## src/rtl/vcve2_vlsu_pkg.sv

```systemverilog
// vcve2_vlsu_pkg: shared types and constants for the vector load/store sequencer
package vcve2_vlsu_pkg;
  localparam int WORD_BYTES = 4;
  localparam int DEF_VLEN = 128;
  localparam int DEF_VRF_AW = 5;
  localparam int NWORDS_W = $clog2(DEF_VLEN / 32 * 8) + 1;
  typedef enum logic [1:0] {IDLE, ISSUE, DRAIN, DONE} vlsu_state_e;
  typedef struct packed {
    logic                  we;
    logic [31:0]           base;
    logic [31:0]           stride;
    logic [NWORDS_W-1:0]   nwords;
    logic [DEF_VRF_AW-1:0] vrf_base;
  } vlsu_op_t;
endpackage

```

## src/rtl/vcve2_vlsu_addr_gen.sv

```systemverilog
// vcve2_vlsu_addr_gen: holds the accepted op, the address accumulator, issue count and VRF read index
module vcve2_vlsu_addr_gen
  import vcve2_vlsu_pkg::*;
(
  input  logic                  clk_i,
  input  logic                  rst_ni,
  input  logic                  load_i,
  input  logic                  step_i,
  input  vlsu_op_t              op_i,
  output vlsu_op_t              op_o,
  output logic [NWORDS_W-1:0]   cnt_o,
  output logic [DEF_VRF_AW-1:0] vrf_raddr_o
);
  // The base field doubles as the running address: it advances by stride on each grant.
  always_ff @(posedge clk_i or negedge rst_ni) begin
    if (!rst_ni) begin
      op_o        <= '0;
      cnt_o       <= '0;
      vrf_raddr_o <= '0;
    end else if (load_i) begin
      op_o        <= op_i;
      cnt_o       <= '0;
      vrf_raddr_o <= op_i.vrf_base;
    end else if (step_i) begin
      op_o.base   <= op_o.base + op_o.stride;
      cnt_o       <= cnt_o + 1'b1;
      vrf_raddr_o <= vrf_raddr_o + 1'b1;
    end
  end
endmodule

```

## src/rtl/vcve2_vlsu_seq.sv

```systemverilog
// vcve2_vlsu_seq: splits one vector load/store into OBI word transactions against the VRF.
// VCVE2_VLSU_STRIDE_EN enables arbitrary strides; otherwise the stride is fixed to one word.
module vcve2_vlsu_seq
  import vcve2_vlsu_pkg::*;
#(
  parameter int VLEN            = DEF_VLEN,
  parameter int MAX_OUTSTANDING = 2,
  parameter int VRF_AW          = DEF_VRF_AW,
  localparam int NWW            = $clog2(VLEN / 32 * 8) + 1
) (
  input  logic              clk_i,
  input  logic              rst_ni,
  input  logic              op_valid_i,
  output logic              op_ready_o,
  input  logic              op_we_i,
  input  logic [31:0]       op_base_i,
  input  logic [31:0]       op_stride_i,
  input  logic [NWW-1:0]    op_nwords_i,
  input  logic [VRF_AW-1:0] op_vrf_base_i,
  output logic              data_req_o,
  input  logic              data_gnt_i,
  input  logic              data_rvalid_i,
  output logic              data_we_o,
  output logic [3:0]        data_be_o,
  output logic [31:0]       data_addr_o,
  output logic [31:0]       data_wdata_o,
  input  logic [31:0]       data_rdata_i,
  input  logic              data_err_i,
  output logic [VRF_AW-1:0] vrf_raddr_o,
  input  logic [31:0]       vrf_rdata_i,
  output logic              vrf_we_o,
  output logic [VRF_AW-1:0] vrf_waddr_o,
  output logic [31:0]       vrf_wdata_o,
  output logic              busy_o,
  output logic              done_o,
  output logic              err_o
);
  vlsu_state_e        state_q;
  vlsu_op_t           op_in, op;
  logic [NWW-1:0]     icnt;
  logic [VRF_AW-1:0]  rcnt_q;
  logic [1:0]         out_q, out_nxt;
  logic               err_q, accept, req, gnt, rv;
  logic [31:0]        stride_in;
`ifdef VCVE2_VLSU_STRIDE_EN
  assign stride_in = op_stride_i;
`else
  logic unused_stride;
  assign unused_stride = ^op_stride_i;
  assign stride_in = 32'(WORD_BYTES);
`endif
  assign op_in = '{we: op_we_i, base: op_base_i, stride: stride_in, nwords: op_nwords_i, vrf_base: op_vrf_base_i};
  assign accept = op_valid_i & op_ready_o;
  // Responses only count while something is outstanding, so stray rvalids are dropped.
  assign rv = data_rvalid_i & (out_q != 2'd0);
  assign req = (state_q == ISSUE) & (icnt < op.nwords) & (out_q < 2'(MAX_OUTSTANDING)) & ~err_q;
  assign gnt = req & data_gnt_i;
  assign out_nxt = out_q + {1'b0, gnt} - {1'b0, rv};
  vcve2_vlsu_addr_gen u_addr_gen (
    .clk_i       (clk_i),
    .rst_ni      (rst_ni),
    .load_i      (accept),
    .step_i      (gnt),
    .op_i        (op_in),
    .op_o        (op),
    .cnt_o       (icnt),
    .vrf_raddr_o (vrf_raddr_o)
  );
  always_ff @(posedge clk_i or negedge rst_ni) begin
    if (!rst_ni) begin
      state_q <= IDLE;
      rcnt_q  <= '0;
      out_q   <= '0;
      err_q   <= 1'b0;
    end else begin
      out_q  <= out_nxt;
      rcnt_q <= rcnt_q + VRF_AW'(rv);
      err_q  <= err_q | (rv & data_err_i);
      case (state_q)
        IDLE: if (op_valid_i) begin
          rcnt_q  <= '0;
          err_q   <= 1'b0;
          state_q <= (op_nwords_i == '0) ? DONE : ISSUE;
        end
        ISSUE: if ((gnt && (icnt + 1'b1) == op.nwords) || (rv && data_err_i)) state_q <= DRAIN;
        DRAIN: if (out_nxt == 2'd0) state_q <= DONE;
        default: state_q <= IDLE;
      endcase
    end
  end
  assign op_ready_o   = state_q == IDLE;
  assign busy_o       = state_q != IDLE;
  assign done_o       = state_q == DONE;
  assign err_o        = done_o & err_q;
  assign data_req_o   = req;
  assign data_we_o    = req & op.we;
  assign data_be_o    = 4'hF;
  assign data_addr_o  = op.base;
  assign data_wdata_o = (req & op.we) ? vrf_rdata_i : '0;
  assign vrf_we_o     = rv & ~op.we;
  assign vrf_waddr_o  = op.vrf_base + rcnt_q;
  assign vrf_wdata_o  = vrf_we_o ? data_rdata_i : '0;
endmodule

```

## config.mk

```make
export PLATFORM = sky130hd
export DESIGN_NAME = vcve2_vlsu_seq
export DESIGN_NICKNAME = d
export VERILOG_FILES = /design/src/rtl/vcve2_vlsu_pkg.sv /design/src/rtl/vcve2_vlsu_addr_gen.sv /design/src/rtl/vcve2_vlsu_seq.sv
export SDC_FILE = /design/constraint.sdc
export NUM_CORES = 1
export LEC_CHECK = 0
export BUFFER_PORTS_ARGS = -buffer_cell sky130_fd_sc_hd__buf_4
export CAP_MARGIN = 20
export CORE_MARGIN = 10
export CORE_UTILIZATION = 40
export CTS_CLUSTER_SIZE = 40
export DETAILED_ROUTE_END_ITERATION = 8
export PLACE_DENSITY = 0.76
export SYNTH_ARGS = -nofsm -noshare
export SYNTH_HDL_FRONTEND = slang
export SYNTH_SLANG_ARGS = --single-unit
```

## constraint.sdc

```tcl
create_clock -name clk_i -period 8.39 [get_ports clk_i]
set_input_delay 1.678 -clock clk_i [delete_from_list [all_inputs] [get_ports clk_i]]
set_output_delay 1.678 -clock clk_i [all_outputs]
set_load 0.02 [all_outputs]
```

==> results of run 1 <==
## synth_stat cells (all sizes together)
| library cell | instances |
|---|---|
| a21oi | 4 |
| nand2b | 1 |
| or4 | 9 |
| nor4 | 6 |
| fa | 1 |
| nand2 | 66 |
| clkbuf | 23 |
| mux2i | 4 |
| a31oi | 13 |
| nand4 | 14 |
| ha | 23 |
| nor2b | 2 |
| a211oi | 1 |
| conb | 1 |
| or3 | 10 |
| nor2 | 25 |
| o21a | 1 |
| buf | 42 |
| o21ai | 42 |
| dfrtp | 66 |
| o211ai | 3 |
| and3 | 34 |
| a21o | 2 |
| a2111oi | 1 |
| inv | 17 |
| nor4b | 1 |
| nor3 | 4 |
| xnor2 | 16 |
| and2 | 42 |
| mux2 | 1 |
| o31ai | 2 |
| xor2 | 25 |
| nand3 | 28 |
## cell type report
type,count,area share
Sequential cell,66,0.2610
Inverter,17,0.01008
Multi-Input combinational cell,385,0.3818
Clock inverter,5,0.008699
Timing Repair Buffer,230,0.2740
Tap cell,140,0.02768
Clock buffer,11,0.03677
## sequential cells by signal (all words and copies together) (netlist names)
name                    flops
u_addr_gen.cnt_o            6
state_q                     2
rcnt_q                      5
u_addr_gen.vrf_raddr_o      5
err_q                       1
out_q                       2
u_addr_gen.op_o            45
## stage by stage
step	setup WS [ps]	power, mW	hold WS [ps]
floorplan	3956	1.386	438.8
global placement	3913	1.725	453.0
detailed placement	3869	1.765	471.5
CTS	3869	2.145	485.7
global route	3648	2.285	517.5
finish	3842	2.127	477.3
## logic make-up (layout without fill, tap and decap cells)
family | Yosys count | in the layout | synth area share
AO/OA/AOI/OAI | 69 | 69 | 0.08891
XOR/XNOR | 41 | 41 | 0.07974
adder cells (fa/ha/maj) | 24 | 24 | 0.06835
buffers and inverters | 82 | 263 | 0.09947
flip-flops | 66 | 66 | 0.3668
multiplexers | 5 | 5 | 0.01139
other | 1 | 4 | 0.0008328
AND/OR/NAND/NOR | 242 | 242 | 0.2845
## power groups by stage
stage | registers, mW | clock network (mW) | logic [mW]
6_report | 0.623 | 0.369 | 1.13
3_5_place_dp | 0.626 | 0 | 1.14
5_1_grt | 0.649 | 0.391 | 1.24
3_3_place_gp | 0.614 | 0 | 1.11
2_1_floorplan | 0.587 | 0 | 0.799
4_1_cts | 0.622 | 0.376 | 1.15
## critical path: cells and delay by family
kind / cells / cell delay, ps
buf+inv: 3 / 520
simple gates: 2 / 390
compound gates: 1 / 270
## layout by cell type (no fill, tap or decap), types with 16 or more instances in the layout
cell,instances
buf_4,229
xor2_1,25
xnor2_1,16
nand3_1,27
and2_1,40
and3_1,34
nand2_1,65
inv_1,16
o21ai_0,39
dfrtp_1,66
nor2_1,25
ha_1,23
## how the worst max path moves through the flow
stage | from | endpoint | slack [ps] | cells after the start
floorplan | data_rvalid_i | vrf_wdata_o[22] | 3960 | 4
detailed placement | data_rvalid_i | vrf_wdata_o[21] | 3870 | 6
global route | state_q[1] | state_q[1] | 3650 | 17
CTS | data_rvalid_i | vrf_wdata_o[21] | 3870 | 6
finish | data_rvalid_i | vrf_wdata_o[21] | 3840 | 6
global placement | data_rvalid_i | vrf_wdata_o[21] | 3910 | 6
## layer usage
metal | up-vias | GRT usage | part of all wire
met5 | - | 0 | 0
met4 | 0 | 0.04421 | 0.0096
met3 | 14 | 0.05034 | 0.057
met2 | 119 | 0.3273 | 0.52
met1 | 2065 | 0.2259 | 0.41
li1 | 2130 | - | -
==> impl_results.md, run 1 <==
- Fin Setup TNS: 0 ps
- Area Growth Syn to Fin: 40.54%
- Tightest Pin Transition: between 800 and 900 ps
- Fin Clk Skew: ~10 ps
- Register-to-register setup slack: a little under 4000 ps
- Die Wd: 126.1 um
- Switching Fraction: 0.4490
- Worst reg2reg startpoint: u_addr_gen.cnt_o[3]
- Mapped Area: around 0.0045 sq mm
- Share of cells above drive strength 1: 0.3557
- Gate power share: 0.533
- Sequential fraction of the synthesis area: 0.3668
- CORE AREA: ~0.011 sq mm
- Hold Startpoint: u_addr_gen.op_o[43]
- First-pass GRT wire length: about 24000 um
- Max-slew violations: 0
- Setup bufs post-CTS: 0
- Total gr overflow: 0
- FF+latch area: approximately 0.0017 sq mm
- # setup viols final: 0
- Clock Sinks: 66
- Reg power frac: 0.293
- Chip Height: roughly 130 um
- CTS buffer count: 9
- Top area cells in the synthesized netlist: dfrtp_1, ha_1, buf_4, and2_1, nand2_1
- Vias/cell: roughly 5.1
- Fmax: between 200 and 250 MHz
- CP dominant cell by count: buf_4
- Design Area, Final: 0.006329 sq mm
- Worst-Skew Late Latency: roughly 330 ps
- Ordered list of cells on the worst path: buf_4 -> o21a_1 -> nor2b_1 -> buf_4 -> and2_1 -> buf_4
- RePlAce Congestion: slightly above 0.9
- DRT Pass-1 Iters: 6
- # resized after CTS: 0
- IO buf count: 226
- Number of global-route vias before repair: between 4000 and 5000
- Antenna fix cells: 0
- Leak Pwr: roughly 3.2 nW
- CP max stage cell: buf_4
- Rows: 38
- Clock share of power: 0.174
- Outcome: complete, no violations
- Footprint of the multi-input gates: about 0.0024 sq mm
- Initial core utilization: 0.4118
- Clock transition at path regs: 60 ps
- Final core utilization: 0.5787
- Period utilization: 0.5421
- Switching power total: ~0.95 mW
- Avg WL per Cell: around 19 um
- Area of the die: between 0.015 and 0.02 sq mm
- Final Hold Fails: 0
- Startpoint Class: primary input
- I/O pins: about 260
- Placed cell areas: approximately 0.0060 sq mm
- Final critical-path required period: between 4000 and 5000 ps
- Slew HR: 0.4294
- Final HPWL DP: 12480 um
- Post-synthesis register bit count: 66
- Hold Path Cell Cnt: 2
- Post-route DRC: 0
- Syn Inst Count: 530
- GRT Util Overall: 0.1882
- Crit path DAT: 2870 ps
- Max-Cap Viols: 0
- RSZ-0062 raised after global routing: false
- Worst-path fanout max: 33
- Top-area cell type share of the netlist area: 0.3668
- Largest net degree at the start of global routing: 76
- Final ANT Viol Nets: 0
- CTS H-tree lvls: 3
- Root Buffer: clkbuf_16
- Fill cells: between 900 and 1000
- WP data required: around 6700 ps
- Worst Setup End Kind: primary output
- CTS tree: done
- Routed wire length: between 15000 and 20000 um
- Fin cells: approximately 850
- Avg Cell Area, Syn: roughly 8.5 sq um
- WS Path Type: primary input to primary output
- Final net count: 879
- Worst R2R Path Depth: 15
- CTS max path bufs: 2
- PD cells: 336.1 mW/mm^2
- DRT iter0 DRCs: around 250
- Cell taking the most area after synthesis: dfrtp_1
- Vias: ~4300
- Crit-path max cell delay: roughly 280 ps
- Yosys cell types: 43
- Pint: 1.172 mW
- Hold_buf cts: 0
- Ys Warns: 0
- Initial antenna violation count: 0
- Dpl cells: 837
- WHS Endpoint: u_addr_gen.op_o[43]
- Peak supply drop: 0.2552 mV
- Hold Path Class: register to register
- FF-to-FF End: state_q[1]
Power figures use the tool's default switching activity.
==> run 2, diff against run 1 <==
Clock period 8.39 ns to 4.6 ns, I/O delays scaled along.
==> impl_results.md, run 2 (same netlist as run 1, synthesis figures left out) <==
- CTS buffer count: 9 (unchanged)
- Final critical-path required period: 3591 ps
- Avg WL per Cell: 18.76 um (+0.70%)
- Worst-Skew Late Latency: 330 ps (about the same)
- CTS tree: done
- Slew HR: 0.4276 (-0.001794)
- Post-route DRC: 0 (unchanged)
- Root Buffer: clkbuf_16
- Peak supply drop: 0.4764 mV (+87%)
- CP max stage cell: dfrtp_1
- GRT Util Overall: 0.1933 (+0.005056)
- Startpoint Class: register
- Critical path buffer and inverter count: 3 (unchanged)
- Area Growth Syn to Fin: 40.93%
- Max-slew violations: 0 (unchanged)
- Share of cells above drive strength 1: 0.3571 (+0.001401)
- RePlAce Congestion: 0.9307 (+0.74%)
- Rows: 38 (unchanged)
- Max-Cap Viols: 0 (unchanged)
- Chip Height: 126.1 um (unchanged)
- Tightest Pin Transition: 858.5 ps (+2.692 ps)
- CTS max path bufs: 2 (unchanged)
- Commonest cells after routing, fill and taps aside: buf_4, dfrtp_1, nand2_1
- Final net count: 880 (+0.11%)
- Commonest non-fill, non-tap cell in the layout: buf_4
- Ordered list of cells on the worst path: inv_1 -> ha_1 -> nor4b_2 -> and2_1 -> a31oi_1 -> inv_2 -> nand2_1 -> ha_1 -> inv_1 -> ha_1 -> xnor2_1 -> xnor2_1 -> o21ai_0 -> o21ai_0 -> a31oi_2 -> mux2_1
- Number of global-route vias before repair: 4403 (-3.4%)
- Final core utilization: 0.5803 (+0.001601)
- CTS H-tree lvls: 3 (unchanged)
- Top Registers: u_addr_gen.op_o x45, u_addr_gen.cnt_o x6
- WS Path Type: register to register
- Initial core utilization: 0.4118 (unchanged)
- Setup bufs post-CTS: 0 (unchanged)
- DRT iter0 DRCs: 283 (+11%)
- Hold Path Class: register to register
- Worst Hold Slack: 486.9 ps (+9.616 ps)
- Pre-CTS setup slack: 502.1 ps (-3366 ps)
- Fin Clk Skew: 7.950 ps (-2.440 ps)
- Worst Setup SP: state_q[1]
- Max FFs per register: 45 (unchanged)
- Initial antenna violation count: 0 (unchanged)
- CP Depth: 16 (+10)
- Placed cell areas: 0.006033 sq mm (+0.12%)
- Worst path top cell family by delay: compound AO/OA/AOI/OAI gates
- Largest net degree at the start of global routing: 67 (-12%)
- First-pass GRT wire length: 25360 um (+3.7%)
- Worst Setup End Kind: register
- Hold_buf cts: 0 (unchanged)
- Fin cells: 854 (unchanged)
- Final ANT Viol Nets: 0 (unchanged)
- Hold Path Cell Cnt: 2 (unchanged)
- Dpl cells: 838 (+0.12%)
- Clock transition at path regs: 50 ps (about the same)
- Worst R2R Path Depth: 16 (+1)
- IO buf count: 226 (unchanged)
- Crit-path max cell delay: 420 ps (+140 ps)
- Hold Startpoint: u_addr_gen.op_o[0]
- Vias: 4387 (+1.4%)
- DRT Pass-1 Iters: 5 (-1)
- Die Wd: 126.1 um (unchanged)
- Final HPWL DP: 12520 um (+0.33%)
- Worst-path fanout max: 11 (-67%)
- Vias/cell: 5.137 (+1.4%)
- Final Hold Fails: 0 (unchanged)
- FF-to-FF End: state_q[1]
- Register-to-register setup slack: 1010 ps (-2920 ps)
- Fill cells: 951 (-2.2%)
- Routed wire length: 16030 um (+0.70%)
- Crit path DAT: 3800 ps (+930 ps)
- Worst setup margin: 1009 ps (-2833 ps)
- CP dominant cell by count: ha_1
- Worst reg2reg startpoint: state_q[1]
- Leak Pwr: 3.200 nW (+0.58%)
- Design Area, Final: 0.006346 sq mm (+0.28%)
- Area of the die: 0.01590 sq mm (unchanged)
- Antenna fix cells: 0 (unchanged)
- # setup viols final: 0 (unchanged)
- Reg with most FFs: u_addr_gen.op_o
- Outcome: complete, no violations
- Period utilization: 0.7806
- CORE AREA: 0.01094 sq mm (unchanged)
- I/O pins: 263 (unchanged)
- Fmax: approximately 280 MHz
- RSZ-0062 raised after global routing: false
- # resized after CTS: 0 (unchanged)
- WP data required: 4810 ps (-1900 ps)
- Fin Setup TNS: 0 ps (unchanged)
- Pwr Total: 3.924 mW (+85%)
- WHS Endpoint: u_addr_gen.op_o[0]
- PD cells: 618.4 mW/mm^2 (+84%)
- Clock Sinks: 66 (unchanged)
- Total gr overflow: 0 (unchanged)
[run 2: layer usage]
layer,share of wire,GRT usage,vias to the layer above
met5,0,0,-
met4,0.0050,0.03215,0
met3,0.056,0.04782,9
met2,0.51,0.3227,126
met1,0.42,0.2503,2113
li1,-,-,2139
[run 2: report_power, final]
part           switching (mW)  internal, mW
Clock                   0.249         0.460
Sequential              0.305         0.837
Combinational            1.19         0.884
Total                    1.74          2.18
[run 2: tightest hold or removal path: stages (launching register included)]
cell and delay [ps]:
dfrtp_1 350, nand2_1 50, nand2_1 60
[run 2: how the worst max path moves through the flow]
stage                        to
4_1_cts              state_q[1]
3_3_place_gp         state_q[1]
2_1_floorplan  data_wdata_o[24]
5_1_grt              state_q[1]
3_5_place_dp         state_q[1]
6_report             state_q[1]
[run 2: final cells by class]
cell class,count,area [sq um],area share
clock buffer,13,270.3,0.04259
clock inverter,2,35.03,0.005521
inverter,17,63.81,0.01006
multi-input combinational,385,2416,0.3807
sequential,66,1652,0.2603
tap,140,175.2,0.02760
timing repair buffer,231,1734,0.2733
==> run 3, diff against run 2 <==
Settings changed: ABC_AREA set to 1.
Clock period 4.6 ns to 3.2 ns, I/O delays scaled along.
==> impl_results.md, run 3 <==
- Startpoint Class: register
- CP dominant cell by count: nand2_1
- Syn Inst Count: 807 (+52%)
- Final net count: 1163 (+32%)
- Gate power share: 0.550 (+0.022)
- Switching power total: 2.696 mW (+55%)
- Ordered list of cells on the worst path: inv_1 -> ha_1 -> nand2_1 -> inv_1 -> nand2_1 -> nand2_1 -> nor2_2 -> nand3_2 -> nor2_4 -> nand2_4 -> buf_4 -> nor2_1 -> buf_4
- Worst R2R Path Depth: 20 (+4)
- Largest net degree at the start of global routing: 67 (unchanged)
- CP max stage cell: dfrtp_1
- Ys Warns: 0 (unchanged)
- Clock share of power: 0.179 (-0.002)
- Crit path DAT: 2310 ps (-1490 ps)
- Final critical-path required period: ~2900 ps
- FF-to-FF End: state_q[1]
- CTS buffer count: 9 (unchanged)
- Outcome: complete, no violations
- Share of cells above drive strength 1: 0.2715 (-0.08560)
- Root Buffer: clkbuf_16
- Top-count cell post-synth: nand2_1
- Slew HR: 0.4198 (-0.007849)
- Hold_buf cts: 0 (unchanged)
- Rows: 41 (+7.9%)
- Reg power frac: 0.271 (-0.020)
- Worst path top cell family by delay: simple AND/OR/NAND/NOR gates
- PD cells: 799.0 mW/mm^2 (+29%)
- Max-slew violations: 0 (unchanged)
- Critical path buffer and inverter count: 4 (+1)
- Avg Cell Area, Syn: 6.544 sq um (-23%)
- Avg WL per Cell: 15.63 um (-17%)
- Antenna fix cells: 0 (unchanged)
- Number of global-route vias before repair: 5271 (+20%)
- Final HPWL DP: 14800 um (+18%)
- Initial antenna violation count: 0 (unchanged)
- Fmax: approximately 340 MHz
- DRT Pass-1 Iters: 5 (unchanged)
- Worst reg2reg startpoint: u_addr_gen.op_o[10]
- Register-to-register setup slack: 260 ps (-750 ps)
- Hold Path Class: primary input to asynchronous set/reset pin
- Clock transition at path regs: 60 ps (about the same)
- Pre-CTS setup slack: 322.8 ps (-179.3 ps)
- Clock Sinks: 66 (unchanged)
- Vias: 5506 (+26%)
- I/O pins: 263 (unchanged)
- RePlAce Congestion: 0.9547 (+2.6%)
- Yosys cell types: 40 (-7.0%)
- Initial core utilization: 0.4135 (+0.001674)
- CTS max path bufs: 2 (unchanged)
- Routed wire length: 18290 um (+14%)
- Leak Pwr: 4.027 nW (+26%)
- First-pass GRT wire length: 28300 um (+12%)
- Commonest non-fill, non-tap cell in the layout: nand2_1
- Period utilization: 0.9211
- Peak supply drop: 0.4407 mV (-7.5%)
- Top area cells in the synthesized netlist: dfrtp_1, nand2_1, inv_1, nor2_1, ha_1
- Fin Clk Skew: 6.253 ps (-1.697 ps)
- Fin cells: 1170 (+37%)
- CTS H-tree lvls: 3 (unchanged)
- Worst-Skew Late Latency: 330 ps (about the same)
- Top_reg_cell synth: dfrtp_1
- Commonest cells after routing, fill and taps aside: nand2_1, buf_4, inv_1
- WS Path Type: register to primary output
- IO buf count: 226 (unchanged)
- FF+latch area: 0.001653 sq mm (about the same)
- Mapped Area: 0.005281 sq mm (+17%)
- Cell taking the most area after synthesis: dfrtp_1
- Switching Fraction: 0.4703 (+0.02617)
- Sequential fraction of the synthesis area: 0.3127 (-0.05405)
- Die Wd: 134.9 um (+7.0%)
- Max FFs per register: 45 (unchanged)
- CORE AREA: 0.01277 sq mm (+17%)
- Fill cells: 1209 (+27%)
- Synth top cells by count: nand2_1, inv_1, nor2_1
- Crit-path max cell delay: 380 ps (-40 ps)
- Total gr overflow: 0 (unchanged)
- Worst-path fanout max: 13 (+2)
- Worst setup margin: 252.6 ps (-756.6 ps)
- Dpl cells: 1152 (+37%)
- Reg with most FFs: u_addr_gen.op_o
- Vias/cell: 4.706 (-8.4%)
- DRT iter0 DRCs: 425 (+50%)
- # setup viols final: 0 (unchanged)
- Top-area cell type share of the netlist area: 0.3127 (-0.05405)
- Pint: 3.036 mW (+39%)
- Area Growth Syn to Fin: 35.84%
- GRT Util Overall: 0.1926 (-0.0006733)
- Post-synth EDFFs: 0 (unchanged)
- Chip Height: 134.9 um (+7.0%)
- Worst Setup End Kind: primary output
- Area of the die: 0.01820 sq mm (+14%)
- Top Registers: u_addr_gen.op_o x45, u_addr_gen.cnt_o x6
- Max-Cap Viols: 0 (unchanged)
- WP data required: 2560 ps (-2250 ps)
- Ys async rst share: 1.000 (unchanged)
- Final Hold Fails: 0 (unchanged)
- Tightest Pin Transition: 869.3 ps (+10.82 ps)
- Footprint of the multi-input gates: 0.002703 sq mm (+12%)
- Final ANT Viol Nets: 0 (unchanged)
- Post-route DRC: 0 (unchanged)
- CTS tree: done
- Post-synthesis register bit count: 66 (unchanged)
## run 3: cell families after synthesis
kind of cell	Yosys count	share of synthesized area
XOR/XNOR	25	0.04146
buffers and inverters	202	0.1810
flip-flops	66	0.3127
AND/OR/NAND/NOR	411	0.3229
other	1	0.0007101
AO/OA/AOI/OAI	75	0.07723
multiplexers	3	0.005686
adder cells (fa/ha/maj)	24	0.05828
## run 3: per-layer routing
| layer | share of wire | GRT usage | vias to the layer above | wire [um] |
|---|---|---|---|---|
| li1 | - | - | 2788 | - |
| met1 | 0.39 | 0.2201 | 2463 | 7200 |
| met2 | 0.50 | 0.3408 | 232 | 9101 |
| met3 | 0.090 | 0.05712 | 23 | 1654 |
| met4 | 0.018 | 0.05018 | 0 | 331 |
| met5 | 0 | 0 | - | 0 |
## run 3: worst max path at each step
stage	startpoint	to	slack, ps	cells past startpoint
global route	u_addr_gen.op_o[10]	data_wdata_o[6]	-2	13
finish	u_addr_gen.op_o[10]	data_wdata_o[6]	250	13
global placement	u_addr_gen.cnt_o[3]	state_q[0]	380	19
CTS	u_addr_gen.cnt_o[3]	data_wdata_o[29]	50	12
floorplan	u_addr_gen.op_o[10]	state_q[0]	470	20
detailed placement	u_addr_gen.cnt_o[3]	state_q[1]	320	19
## run 3: cell type report
type / instances / share of cell area
multi-input combinational: 542 / 0.3767
sequential: 66 / 0.2304
tap: 172 / 0.03000
clock inverter: 7 / 0.01186
clock buffer: 9 / 0.03139
inverter: 141 / 0.07412
timing repair buffer: 233 / 0.2456
## run 3: per-stage QoR
step	hold WS (ps)	area, sq um	util	power [mW]	setup TNS [ps]
6_report	401.6	7174	0.5617	5.733	0
2_1_floorplan	344.4	5293	-	3.755	0
5_1_grt	475.6	7174	0.5617	6.212	-2.141
3_3_place_gp	458.4	6833	0.5349	4.649	0
3_5_place_dp	461.6	6833	0.5349	4.701	0
4_1_cts	466.4	7143	0.5592	5.748	0
## run 3: what timing repair did
item,CTS,global route
setup buffers,0,2
gates resized for setup,0,5
endpoints found under the setup margin,0,23
## run 3: power groups by stage
| stage | Combinational [mW] | Clock [mW] | Sequential, mW |
|---|---|---|---|
| floorplan | 2.28 | 0 | 1.47 |
| global placement | 3.11 | 0 | 1.54 |
| detailed placement | 3.15 | 0 | 1.55 |
| CTS | 3.17 | 1.04 | 1.54 |
| global route | 3.52 | 1.08 | 1.61 |
| finish | 3.15 | 1.03 | 1.55 |
